## src/rtl/arq_rx_ctrl.sv

```systemverilog
// arq_rx_ctrl: receive-side ARQ sequencer.
// Judges each frame from its CRC result and ARQ flag, then accepts it,
// NACKs it for retransmission, or drops it. Responses go out on a
// valid/ready ACK/NACK channel. A timeout and a retry limit supervise
// each retransmission. All outputs are registered.
// Optional build macro: ARQ_RX_STATS_EN adds saturating NACK/drop/timeout
// event counters.
module arq_rx_ctrl #(
    parameter int MAX_RETRY   = 3,
    parameter int TIMEOUT_CYC = 8192,
    parameter int TMR_W       = 14
) (
    input  logic        i_clk,
    input  logic        i_rst,
    input  logic        i_frame_start,
    input  logic        i_arq_en,
    input  logic        i_arq_en_valid,
    input  logic        i_crc_err,
    input  logic        i_crc_err_valid,
    output logic        o_resp_valid,
    output logic        o_resp_nack,
    input  logic        i_resp_ready,
    output logic        o_frame_good,
    output logic        o_frame_drop,
    output logic        o_timeout,
    output logic        o_sync_err,
    output logic [3:0]  o_retry_cnt,
`ifdef ARQ_RX_STATS_EN
    output logic [15:0] o_nack_total,
    output logic [15:0] o_drop_total,
    output logic [15:0] o_tmo_total,
`endif
    output logic        o_busy
);

    typedef enum logic [2:0] {
        S_IDLE      = 3'd0,
        S_WAIT_CRC  = 3'd1,
        S_SEND_ACK  = 3'd2,
        S_SEND_NACK = 3'd3,
        S_WAIT_RETX = 3'd4,
        S_DROP      = 3'd5
    } state_t;

    localparam logic [3:0]       MAX_R    = 4'(MAX_RETRY);
    localparam logic [TMR_W-1:0] TMR_LOAD = TMR_W'(TIMEOUT_CYC - 1);
    localparam logic [TMR_W-1:0] TMR_ONE  = TMR_W'(1);
    localparam logic [TMR_W-1:0] TMR_ZERO = TMR_W'(0);

    state_t             state_q, state_d;
    logic               arq_q, arq_d;
    logic [3:0]         retry_q, retry_d;
    logic [TMR_W-1:0]   timer_q, timer_d;
    logic               pend_q, pend_d;
    logic               resp_valid_q, resp_valid_d;
    logic               resp_nack_q, resp_nack_d;
    logic               good_q, good_d;
    logic               drop_q, drop_d;
    logic               tmo_q, tmo_d;
    logic               sync_q, sync_d;
    logic               busy_q, busy_d;
    logic               start_any_s;
    logic               arq_eff_s;
    logic               nack_hs_s;

    assign start_any_s = i_frame_start | pend_q;
    // A qualifier arriving with the CRC result overrides the latched flag.
    assign arq_eff_s   = i_arq_en_valid ? i_arq_en : arq_q;

    // Next-state, counter and output-pulse decisions.
    always_comb begin
        state_d   = state_q;
        arq_d     = arq_q;
        retry_d   = retry_q;
        timer_d   = timer_q;
        pend_d    = pend_q;
        good_d    = 1'b0;
        drop_d    = 1'b0;
        tmo_d     = 1'b0;
        sync_d    = 1'b0;
        nack_hs_s = 1'b0;
        case (state_q)
            S_IDLE: begin
                if (start_any_s) begin
                    state_d = S_WAIT_CRC;
                    arq_d   = 1'b0;
                    pend_d  = 1'b0;
                end else begin
                    state_d = S_IDLE;
                end
            end
            S_WAIT_CRC: begin
                if (i_crc_err_valid) begin
                    // A start alongside the result belongs to the next frame.
                    if (i_frame_start) begin
                        pend_d = 1'b1;
                    end else begin
                        pend_d = pend_q;
                    end
                    arq_d = arq_eff_s;
                    if (!arq_eff_s) begin
                        good_d  = ~i_crc_err;
                        drop_d  = i_crc_err;
                        retry_d = 4'd0;
                        state_d = S_IDLE;
                    end else if (!i_crc_err) begin
                        state_d = S_SEND_ACK;
                    end else if (retry_q < MAX_R) begin
                        state_d = S_SEND_NACK;
                    end else begin
                        state_d = S_DROP;
                        drop_d  = 1'b1;
                    end
                end else if (i_frame_start) begin
                    // New frame began before the previous one was judged.
                    sync_d = 1'b1;
                    arq_d  = i_arq_en_valid ? i_arq_en : 1'b0;
                end else begin
                    arq_d = arq_eff_s;
                end
            end
            S_SEND_ACK: begin
                if (i_frame_start) begin
                    pend_d = 1'b1;
                end else begin
                    pend_d = pend_q;
                end
                if (resp_valid_q && i_resp_ready) begin
                    good_d  = 1'b1;
                    retry_d = 4'd0;
                    state_d = S_IDLE;
                end else begin
                    state_d = S_SEND_ACK;
                end
            end
            S_SEND_NACK: begin
                if (i_frame_start) begin
                    pend_d = 1'b1;
                end else begin
                    pend_d = pend_q;
                end
                if (resp_valid_q && i_resp_ready) begin
                    nack_hs_s = 1'b1;
                    retry_d   = (retry_q < MAX_R) ? (retry_q + 4'd1) : retry_q;
                    timer_d   = TMR_LOAD;
                    state_d   = S_WAIT_RETX;
                end else begin
                    state_d = S_SEND_NACK;
                end
            end
            S_WAIT_RETX: begin
                if (start_any_s) begin
                    state_d = S_WAIT_CRC;
                    arq_d   = 1'b0;
                    pend_d  = 1'b0;
                end else if (timer_q == TMR_ZERO) begin
                    tmo_d = 1'b1;
                    if (retry_q < MAX_R) begin
                        state_d = S_SEND_NACK;
                    end else begin
                        state_d = S_DROP;
                        drop_d  = 1'b1;
                    end
                end else begin
                    timer_d = timer_q - TMR_ONE;
                end
            end
            S_DROP: begin
                if (i_frame_start) begin
                    pend_d = 1'b1;
                end else begin
                    pend_d = pend_q;
                end
                retry_d = 4'd0;
                state_d = S_IDLE;
            end
            default: begin
                state_d = S_IDLE;
            end
        endcase
        resp_valid_d = (state_d == S_SEND_ACK) || (state_d == S_SEND_NACK);
        resp_nack_d  = (state_d == S_SEND_NACK);
        busy_d       = (state_d != S_IDLE);
    end

    // Sequencer state and registered outputs.
    always_ff @(posedge i_clk or posedge i_rst) begin
        if (i_rst) begin
            state_q      <= S_IDLE;
            arq_q        <= 1'b0;
            retry_q      <= 4'd0;
            timer_q      <= TMR_ZERO;
            pend_q       <= 1'b0;
            resp_valid_q <= 1'b0;
            resp_nack_q  <= 1'b0;
            good_q       <= 1'b0;
            drop_q       <= 1'b0;
            tmo_q        <= 1'b0;
            sync_q       <= 1'b0;
            busy_q       <= 1'b0;
        end else begin
            state_q      <= state_d;
            arq_q        <= arq_d;
            retry_q      <= retry_d;
            timer_q      <= timer_d;
            pend_q       <= pend_d;
            resp_valid_q <= resp_valid_d;
            resp_nack_q  <= resp_nack_d;
            good_q       <= good_d;
            drop_q       <= drop_d;
            tmo_q        <= tmo_d;
            sync_q       <= sync_d;
            busy_q       <= busy_d;
        end
    end

    assign o_resp_valid = resp_valid_q;
    assign o_resp_nack  = resp_nack_q;
    assign o_frame_good = good_q;
    assign o_frame_drop = drop_q;
    assign o_timeout    = tmo_q;
    assign o_sync_err   = sync_q;
    assign o_retry_cnt  = retry_q;
    assign o_busy       = busy_q;

`ifdef ARQ_RX_STATS_EN
    logic [15:0] nack_tot_q, nack_tot_d;
    logic [15:0] drop_tot_q, drop_tot_d;
    logic [15:0] tmo_tot_q,  tmo_tot_d;

    // Saturating event counters, stepped alongside the matching pulse.
    always_comb begin
        nack_tot_d = nack_tot_q + ((nack_hs_s && (nack_tot_q != 16'hFFFF)) ? 16'd1 : 16'd0);
        drop_tot_d = drop_tot_q + ((drop_d && (drop_tot_q != 16'hFFFF)) ? 16'd1 : 16'd0);
        tmo_tot_d  = tmo_tot_q  + ((tmo_d  && (tmo_tot_q  != 16'hFFFF)) ? 16'd1 : 16'd0);
    end

    // Event counter registers.
    always_ff @(posedge i_clk or posedge i_rst) begin
        if (i_rst) begin
            nack_tot_q <= 16'd0;
            drop_tot_q <= 16'd0;
            tmo_tot_q  <= 16'd0;
        end else begin
            nack_tot_q <= nack_tot_d;
            drop_tot_q <= drop_tot_d;
            tmo_tot_q  <= tmo_tot_d;
        end
    end

    assign o_nack_total = nack_tot_q;
    assign o_drop_total = drop_tot_q;
    assign o_tmo_total  = tmo_tot_q;
`endif

endmodule
```

## config.mk

```make
export PLATFORM = sky130hd
export DESIGN_NAME = arq_rx_ctrl
export DESIGN_NICKNAME = d
export VERILOG_FILES = /design/src/rtl/arq_rx_ctrl.sv
export SDC_FILE = /design/constraint.sdc
export NUM_CORES = 1
export LEC_CHECK = 0
export ABC_AREA = 1
export CORE_UTILIZATION = 61
export CTS_CLUSTER_DIAMETER = 50
export DETAILED_ROUTE_END_ITERATION = 16
export GPL_ROUTABILITY_DRIVEN = 0
export HOLD_SLACK_MARGIN = 0.06
export PLACE_DENSITY = 0.86
export SYNTH_ARGS = -nofsm -noshare
export SYNTH_HDL_FRONTEND = slang
export SYNTH_SLANG_ARGS = --single-unit
```

## constraint.sdc

```tcl
create_clock -name i_clk -period 2.61 [get_ports i_clk]
set_input_delay 0.261 -clock i_clk [delete_from_list [all_inputs] [get_ports i_clk]]
set_output_delay 0.261 -clock i_clk [all_outputs]
set_load 0.02 [all_outputs]
```

==> impl_metrics.env <==
export IMPL_pin_count=19
export IMPL_mostFrequentLayoutCells="66 x nand2_1, 36 x nor2_1, 31 x inv_1"
export IMPL_grt_pass1_wl_mm=6.61
export IMPL_final_antenna_net_count=0
export IMPL_final_common_cell="nand2_1"
export IMPL_core_um2=2830
export IMPL_cts_resized=0
export IMPL_startpoint="state_q[1]$_DFF_PP0_"
export IMPL_worst_hold_path_type="in2async"
export IMPL_p_per_area_nw_per_um2=1050
export IMPL_vias_per_cell=5.29
export IMPL_worstPathMaxFanout=15
export IMPL_vias=1625
export IMPL_start_kind="flip-flop"
export IMPL_fillCellCount=237
export IMPL_worstPathRequired_ns=2.82
export IMPL_synth_warnings=0
export IMPL_synth_cells=252
export IMPL_leakage_nw=1.03
export IMPL_hold_viol=0
export IMPL_crit_slowest_cell="dfrtp_1"
export IMPL_synth_edf_count=0
export IMPL_dr_pass1_iters=10
export IMPL_die_y_um=57.2
export IMPL_grt_start_max_net_pins=31
export IMPL_path_cells="nor2_4 -> nand2_4 -> inv_2 -> nand2_2 -> a21oi_4 -> o21ai_0"
export IMPL_drtIter0Drc=83
export IMPL_ys_ff_latch=30
export IMPL_overflow=0
export IMPL_syn_avg_cell_area_um2=7.37
export IMPL_fmax_mhz=582
export IMPL_cts_tree="built"
export IMPL_p_total_w=0.00221
export IMPL_cts_max_level=2
export IMPL_drcViolationCount=1
export IMPL_worst_ir_drop_vdd_mv=0.748
export IMPL_period_minus_slack_ns=1.72
export IMPL_dieArea_um2=3270
export IMPL_tightest_slew_ns=0.577
export IMPL_rsz0062_at_grt="false"
export IMPL_io_buffers=18
export IMPL_ys_seq_area_frac=0.404
export IMPL_grt_pass1_vias=1470
export IMPL_clk_pin_slew_ns=0.10
export IMPL_die_w_um=57.2
export IMPL_clockBufferDepth=2
export IMPL_worst_ep_arrival_time_ns=1.92
export IMPL_finalMaxSlewViolations=0
export IMPL_layout_nets=286
export IMPL_holdWs_ns=0.298
export IMPL_cts_setup_buffers=0
export IMPL_path_class="reg2reg"
export IMPL_fin_ws_ns=0.893
export IMPL_placementRows=19
export IMPL_maxSlewHeadroom=0.611
export IMPL_tns_ns=0
export IMPL_worstReg2RegStart="state_q[1]$_DFF_PP0_"
export IMPL_final_period_utilization=0.658
export IMPL_diodes=0
export IMPL_violations="DRC"
export IMPL_cpPeakStageDelay_ns=0.47
export IMPL_dp_slack_ns=0.815
export IMPL_syn_cell_area_um2=1860
export IMPL_wl_per_cell_um=12.4
export IMPL_syn_nets=263
export IMPL_numCtsBuffers=5
export IMPL_dpl_hpwl_mm=2.84
export IMPL_cts_sinks=30
export IMPL_hold_buffers=0
export IMPL_root_buffer="clkbuf_4"
export IMPL_outcome="finished, violations left"
export IMPL_final_layout_size_suffix_gt1_frac=0.159
export IMPL_r2r_setup_slack_ns=0.89
export IMPL_worstSkewPairLatency_ns=0.33
export IMPL_track_usage=0.271
export IMPL_skew_ns=0.00565
export IMPL_wirelength_mm=3.80
export IMPL_initial_utilization=0.657
export IMPL_postSynth_asyncResetShare=1.00
export IMPL_yosysUniqueCellTypes=31
export IMPL_finalSetupViolations=0
export IMPL_end_kind="flip-flop"
export IMPL_ys_flop_type="dfrtp_1"
export IMPL_syn2layout_area_growth_pct=13.7
export IMPL_maxCapViolCount=0
export IMPL_antenna_found_initial=0
per-layer routing:
metal / track usage / routed length (µm)
met1: 0.378 / 1730
met2: 0.410 / 1720
met3: 0.0635 / 301
met4: 0.108 / 52
met5: 0 / 0
power by group:
part | total [W] | internal (W) | switching (W)
registers | 0.000840 | 0.000649 | 0.000191
logic | 0.00108 | 0.000397 | 0.000679
clock network | 0.000298 | 0.000129 | 0.000169
total | 0.00221 | 0.00117 | 0.00104
cells in the mapped netlist, types with 3 or more instances:
cell,n,area [µm²]
nand3_1,22,110
o21ai_2,4,35.0
nor2_1,36,135
nand2_1,66,248
inv_1,31,116
dfrtp_1,30,751
nand2_4,3,33.8
ha_1,3,37.5
a21oi_1,3,15.0
nand2_2,12,75.1
inv_2,5,18.8
o21ai_0,11,55.1
logic make-up (layout without fill, tap and decap cells):
logic type,after synthesis,after routing,synth area share
AOI/OAI and AO/OA,26,26,0.0983
xor gates and xnor gates,1,1,0.00471
and+or+nand+nor,152,152,0.377
buffers and inverters,40,64,0.0956
adders and majority gates,3,3,0.0202
DFF,30,30,0.404
critical path: cells and delay by family (launching register included):
kind            cells  cell delay (ns)
compound gates      2             0.48
buf+inv             1             0.20
flops               1             0.47
simple gates        3             0.43
area by class of cell:
cell class,count,area (µm²),area share
Clock buffer,6,51.3,0.0243
Clock inverter,2,12.5,0.00592
Inverter,37,141,0.0669
Multi-Input combinational cell,182,930,0.440
Sequential cell,30,751,0.355
Tap cell,31,38.8,0.0184
Timing Repair Buffer,19,188,0.0889
path summary, 6_finish.rpt:
kind                                     endpoint  depth (start not counted)
setup / recovery           timer_q[4]$_DFFE_PP0P_                          6
hold / removal                o_timeout$_DFF_PP0_                          3
setup reg to reg           timer_q[4]$_DFFE_PP0P_                          6
hold reg to reg            timer_q[1]$_DFFE_PP0P_                          2
max in group asynchronous  timer_q[8]$_DFFE_PP0P_                          3
min in group i_clk           o_sync_err$_DFF_PP0_                          3
state kept, by name, summed over array words and instances (netlist names):
name	flops
o_frame_drop	1
state_q	3
timer_q	14
o_timeout	1
arq_q	1
o_resp_nack	1
o_busy	1
o_resp_valid	1
o_retry_cnt	4
pend_q	1
o_sync_err	1
o_frame_good	1
metrics by stage:
step | cell area (µm²) | std cells | utilization
after floorplan | 1860 | 252 | -
after global placement | 2050 | 299 | 0.724
after detailed placement | 2050 | 299 | 0.724
after CTS | 2110 | 307 | 0.747
after global routing | 2110 | 307 | 0.747
final | 2110 | 307 | 0.747
No activity file was read; power rests on OpenSTA's default activity.
